===== src/rtl/bp_pkg.sv =====
// Shared types, counter encodings and geometry helpers for the branch predictor.
// The BTB entry struct is sized for the default geometry used throughout the core.
package bp_pkg;

  localparam logic [1:0] CTR_SNT = 2'b00;
  localparam logic [1:0] CTR_WNT = 2'b01;
  localparam logic [1:0] CTR_WT  = 2'b10;
  localparam logic [1:0] CTR_ST  = 2'b11;

  function automatic int idx_w(input int entries);
    return $clog2(entries);
  endfunction

  // Word-aligned PCs: bits [1:0] are never part of the index or the tag.
  function automatic int tag_w(input int width, input int entries);
    return width - idx_w(entries) - 2;
  endfunction

  localparam int BP_WIDTH   = 32;
  localparam int BP_ENTRIES = 16;
  localparam int BP_TAGW    = tag_w(BP_WIDTH, BP_ENTRIES);

  typedef struct packed {
    logic                valid;
    logic [BP_TAGW-1:0]  tag;
    logic [BP_WIDTH-1:0] target;
    logic [1:0]          ctr;
  } btb_entry_t;

endpackage


===== src/rtl/bp_sat_ctr2.sv =====
// Combinational 2-bit saturating counter step: up increments toward 11,
// otherwise decrements toward 00.
module bp_sat_ctr2
  import bp_pkg::*;
(
  input  logic [1:0] ctr,
  input  logic       up,
  output logic [1:0] ctr_next
);

  always_comb begin
    ctr_next = ctr;
    if (up) begin
      if (ctr != CTR_ST) ctr_next = ctr + 2'd1;
    end else begin
      if (ctr != CTR_SNT) ctr_next = ctr - 2'd1;
    end
  end

endmodule


===== src/rtl/branch_predictor.sv =====
// Direct-mapped BTB with 2-bit counters driving the fetch redirect, plus the
// execute-stage mispredict redirect and saturating performance counters.
module branch_predictor
  import bp_pkg::*;
#(
  parameter int WIDTH   = 32,
  parameter int ENTRIES = 16
) (
  input  logic             clk,
  input  logic             reset,
  input  logic             stall,
  input  logic [WIDTH-1:0] fetch_pc,
  output logic             branchpredict,
  output logic [WIDTH-1:0] pcbranch,
  input  logic             ex_branch,
  input  logic [WIDTH-1:0] ex_pc,
  input  logic             ex_taken,
  input  logic [WIDTH-1:0] ex_target,
  input  logic             ex_pred_taken,
  input  logic [WIDTH-1:0] ex_pred_target,
  output logic             valid,
  output logic [WIDTH-1:0] pcbranch2,
  output logic [31:0]      branch_count,
  output logic [31:0]      mispredict_count
);

  localparam int IDXW = idx_w(ENTRIES);
  localparam int TAGW = tag_w(WIDTH, ENTRIES);

  // The entry struct lives in the package at a fixed geometry, so the
  // instance parameters must agree with it.
  if (WIDTH != BP_WIDTH || ENTRIES != BP_ENTRIES || ENTRIES < 2 ||
      (ENTRIES & (ENTRIES - 1)) != 0) begin : g_bad_geometry
    $error("branch_predictor: unsupported WIDTH/ENTRIES");
  end

  btb_entry_t btb_q [ENTRIES];

  logic [IDXW-1:0] f_idx, e_idx;
  logic [TAGW-1:0] f_tag, e_tag;
  btb_entry_t      f_ent, e_ent;
  logic            f_hit, e_hit;
  logic [1:0]      ctr_next;
  logic            upd;
  logic            unused_fetch_lsbs;

  assign f_idx = fetch_pc[IDXW+1:2];
  assign f_tag = fetch_pc[WIDTH-1:IDXW+2];
  assign e_idx = ex_pc[IDXW+1:2];
  assign e_tag = ex_pc[WIDTH-1:IDXW+2];
  assign unused_fetch_lsbs = ^fetch_pc[1:0];

  assign f_ent = btb_q[f_idx];
  assign e_ent = btb_q[e_idx];
  assign f_hit = f_ent.valid && (f_ent.tag == f_tag);
  assign e_hit = e_ent.valid && (e_ent.tag == e_tag);

  // Mispredict recovery outranks prediction because the PC register
  // gives branchpredict priority.
  assign valid = ex_branch && ((ex_taken != ex_pred_taken) ||
                               (ex_taken && (ex_pred_target != ex_target)));
  assign pcbranch2     = ex_taken ? ex_target : ex_pc + WIDTH'(4);
  assign branchpredict = f_hit && f_ent.ctr[1] && !valid;
  assign pcbranch      = f_ent.target;

  assign upd = ex_branch && !stall;

  bp_sat_ctr2 u_ctr (
    .ctr      (e_ent.ctr),
    .up       (ex_taken),
    .ctr_next (ctr_next)
  );

  always_ff @(posedge clk or posedge reset) begin
    if (reset) begin
      for (int i = 0; i < ENTRIES; i++) begin
        btb_q[i] <= '{valid: 1'b0, tag: '0, target: '0, ctr: CTR_WNT};
      end
    end else if (upd) begin
      if (ex_taken) begin
        if (e_hit) begin
          btb_q[e_idx].ctr    <= ctr_next;
          btb_q[e_idx].target <= ex_target;
        end else begin
          btb_q[e_idx] <= '{valid: 1'b1, tag: e_tag, target: ex_target, ctr: CTR_WT};
        end
      end else if (e_hit) begin
        btb_q[e_idx].ctr <= ctr_next;
      end
    end
  end

  always_ff @(posedge clk or posedge reset) begin
    if (reset) begin
      branch_count     <= '0;
      mispredict_count <= '0;
    end else if (upd) begin
      if (branch_count != 32'hFFFF_FFFF) branch_count <= branch_count + 32'd1;
      if (valid && mispredict_count != 32'hFFFF_FFFF)
        mispredict_count <= mispredict_count + 32'd1;
    end
  end

endmodule


===== config.mk =====
export PLATFORM = sky130hd
export DESIGN_NAME = branch_predictor
export DESIGN_NICKNAME = d
export VERILOG_FILES = /design/src/rtl/bp_pkg.sv /design/src/rtl/bp_sat_ctr2.sv /design/src/rtl/branch_predictor.sv
export SDC_FILE = /design/constraint.sdc
export NUM_CORES = 2
export LEC_CHECK = 0
export ABC_CLOCK_PERIOD_IN_PS = 67800
export CORE_MARGIN = 10
export CORE_UTILIZATION = 38
export CTS_BUF_LIST = sky130_fd_sc_hd__clkbuf_8
export CTS_CLUSTER_SIZE = 25
export DETAILED_ROUTE_END_ITERATION = 8
export MAX_ROUTING_LAYER = met4
export SYNTH_ARGS = -nofsm -noshare
export SYNTH_HDL_FRONTEND = slang
export SYNTH_SLANG_ARGS = --single-unit
export TNS_END_PERCENT = 30

===== constraint.sdc =====
create_clock -name clk -period 67.8 [get_ports clk]
set_input_delay 10.17 -clock clk [delete_from_list [all_inputs] [get_ports clk]]
set_output_delay 10.17 -clock clk [all_outputs]
set_load 0.02 [all_outputs]

==> results.py <==
metrics = {
    "run_status": {
        "status": "finished clean",
    },
    "routing": {
        "vias_per_cell": 5.62,
        "drtIter0Drc": 2685,
        "top_layer_used": "met4",
        "wl_met2_um": 71800,
        "drc": 0,
        "first_pass_iters": 5,
        "wl_per_cell_um": 27.9,
        "wl_um": 161000,
        "met1_length_um": 71700,
        "routed-via-count": 32300,
        "route.met3.wl_um": 12500,
        "ant_nets": 0,
    },
    "timing": {
        "setup_violations": 0,
        "max_slew_margin": 0.136,
        "rsz0062_at_grt": "false",
        "fin_ws_ns": 42.38,
        "worst_pin_slew_ns": 1.29,
        "layout_min_cycle_time_ns": 25.42,
        "setup_tns_ns": 0,
        "slew_viol_final": 0,
        "min_period_over_period": 0.375,
        "clock_skew_ns": 0.0572,
        "finalHoldViolCount": 0,
        "fmax_mhz": 39.3,
    },
    "critical_path": {
        "crit_start": "fetch_pc[2]",
        "cp.required_ns": 57.63,
        "start_kind": "input pin",
        "critPathKind": "in2out",
        "arrival_ns": 15.25,
        "r2r_cells": 11,
        "critical_path.top_delay_family": "buffers and inverters",
        "crit_fanout": 70,
        "worstPathBufferInverterCount": 5,
        "crit_path_cell_trace": "buf_8, buf_4, buf_4, buf_4, mux4_2, mux4_2, clkdlybuf4s50_1",
        "timing.rr.start": "btb_q[783]$_DFFE_PP0P_",
        "crit_path_max_incr_delay_ns": 0.91,
        "r2r_slack_ns": 63.43,
        "cp_slowest_cell": "buf_4",
        "cp_common_cell": "buf_4",
        "cp.depth": 7,
        "end_kind": "output port",
    },
    "layout": {
        "finalNonFillerCells": 5754,
        "synthToLayoutAreaGrowth_pct": 15.0,
        "fill_cells": 12600,
        "regArea_mm2": 0.0260,
        "drive_gt1_frac": 0.450,
        "fin_nets": 3859,
        "multi_input_area_mm2": 0.0256,
    },
    "synth": {
        "synth_top_flop_cell": "dfrtp_1",
        "seq_area_frac_synth": 0.489,
        "syn_inst": 3520,
        "synth_area_mm2": 0.0533,
        "synth_edf_count": 0,
        "synth_cell_type_count": 67,
        "synth_nets": 3661,
        "yosys_warnings": 0,
        "ys_async_sr_fraction": 1.00,
        "ys_ff_latch": 1040,
        "syn_area_per_cell_um2": 15.1,
    },
    "pwr": {
        "cell_internal_pwr_w": 0.00119,
        "pwr_density_cell_mw_per_mm2": 26.7,
        "p_switching_w": 0.000446,
        "clkPwrFrac": 0.372,
        "p_comb_frac": 0.171,
        "seq_power_share": 0.457,
        "leakagePower_nw": 27.3,
        "p_sw_frac": 0.272,
        "peakVddDrop_v": 0.0000183,
        "power.total_w": 0.00164,
    },
    "clock_network": {
        "path_clk_slew_ns": 0.05,
        "numCtsBuffers": 184,
        "cts_sinks": 1040,
        "root_buffer": "clkbuf_8",
        "postCtsHoldBufs": 0,
        "clock_latency_ns": 0.92,
        "htreeDepth": 4,
        "clock_path_buffers": 3,
        "cts_tree": "built",
        "postCtsSetupBuffers": 0,
        "cts_resized": 0,
    },
    "placement": {
        "post-place-cells": 5408,
        "port_buffers": 261,
        "preCtsSetupSlack_ns": 42.26,
        "gp_congestion": 0.821,
        "dp_hpwl_um": 95200,
    },
    "die": {
        "initial_utilization": 0.382,
        "io_pins": 264,
        "design.core.area_mm2": 0.139,
        "dieArea_mm2": 0.156,
        "fp-row-count": 137,
        "die_w_um": 394,
        "die_h_um": 394,
    },
    "global_route": {
        "gr-total-overflow": 0,
        "grt_pass1_wl_um": 236000,
        "antenna_found_initial": 14,
        "grt_max_degree": 173,
        "grt_usage": 0.209,
        "first_global_vias": 33900,
    },
    "min_path": {
        "hold_class": "reg2reg",
        "hold_depth": 1,
        "hold_path_startpoint": "btb_q[121]$_DFFE_PP0P_",
    },
    "job": {
        "cap_violations": 0,
    },
}
## path summary, 6_finish.rpt
path | end
worst max-delay path | pcbranch[6]
worst min-delay path | btb_q[121]$_DFFE_PP0P_
worst max register to register | btb_q[403]$_DFFE_PP0P_
worst min register to register | btb_q[121]$_DFFE_PP0P_
max in group asynchronous | btb_q[500]$_DFFE_PP0P_
min in group asynchronous | btb_q[467]$_DFFE_PP0P_
## placed cells by master (no fill, tap or decap), types with 42 or more instances in the layout
master	Yosys	layout
inv_1	31	93
dfrtp_1	1024	1024
nand3_1	53	53
mux2_2	751	751
xor2_1	81	81
clkdlybuf4s50_1	0	252
mux2_4	190	190
mux4_2	377	377
o21ai_0	44	44
mux2i_1	96	96
nor2_1	42	42
clkbuf_8	0	240
buf_4	8	82
nand2_1	97	82
xnor2_1	94	94
## per-layer routing
metal	track usage	up-vias
li1	-	13600
met1	0.282	17400
met2	0.304	1025
met3	0.0596	292
met4	0.0695	0
met5	-	-
## sequential cells by signal, indices dropped and copies added (netlist names)
name,cells
branch_count,32
btb_q,976
mispredict_count,32
## synth_stat cells, types with 11 or more instances
library cell / instances / area [um2]
nand3_1: 53 / 265
mux2i_1: 96 / 961
nand2_1: 97 / 364
a21oi_1: 11 / 55.1
dfstp_2: 16 / 420
nor3_1: 19 / 95.1
buf_6: 32 / 360
a221oi_1: 19 / 166
clkbuf_1: 221 / 830
dfrtp_1: 1024 / 25600
nand4_1: 28 / 175
buf_2: 27 / 135
o21ai_0: 44 / 220
a22oi_1: 24 / 180
xor2_1: 81 / 709
xnor2_1: 94 / 823
inv_1: 31 / 116
buf_1: 41 / 154
nor4_1: 13 / 81.3
and3_1: 20 / 125
nor2b_1: 27 / 169
a221o_1: 16 / 160
mux2_2: 751 / 8460
mux2_4: 190 / 2850
mux4_2: 377 / 8490
nor2_1: 42 / 158
## cell type report
type,instances,share of cell area
clock buffer,239,0.0537
inverter,32,0.00208
timing repair buffer,343,0.0531
multi-input combinational,2117,0.418
clock inverter,94,0.00945
tap,1876,0.0383
sequential,1040,0.425
antenna,13,0.000531
## kinds of logic (layout without fill, tap and decap cells)
group                      Yosys count  in the layout  synth area share
muxes                             1414           1414             0.390
DFF                               1040           1040             0.489
and+or+nand+nor                    373            373            0.0394
buffers and inverters              363            708            0.0318
xor gates and xnor gates           175            175            0.0288
AOI/OAI and AO/OA                  146            146            0.0196
adders and majority gates            9              9           0.00202
other                                0             13                 0
## metrics by stage
| stage | cell area [um2] | hold slack, ns | utilization |
|---|---|---|---|
| floorplan | 53300 | 0.450 | - |
| global placement | 57400 | 0.473 | 0.412 |
| detailed placement | 57400 | 0.482 | 0.412 |
| CTS | 61300 | 0.495 | 0.440 |
| global route | 61300 | 0.505 | 0.440 |
| finish | 61300 | 0.492 | 0.440 |
## power by group through the flow
stage	Sequential (W)	Clock, W	Combinational [W]
finish	0.000749	0.000610	0.000280
global route	0.000759	0.000654	0.000300
CTS	0.000748	0.000625	0.000283
detailed placement	0.000758	0	0.000282
global placement	0.000756	0	0.000278
floorplan	0.000749	0	0.000201
Power figures use the tool's default switching activity.
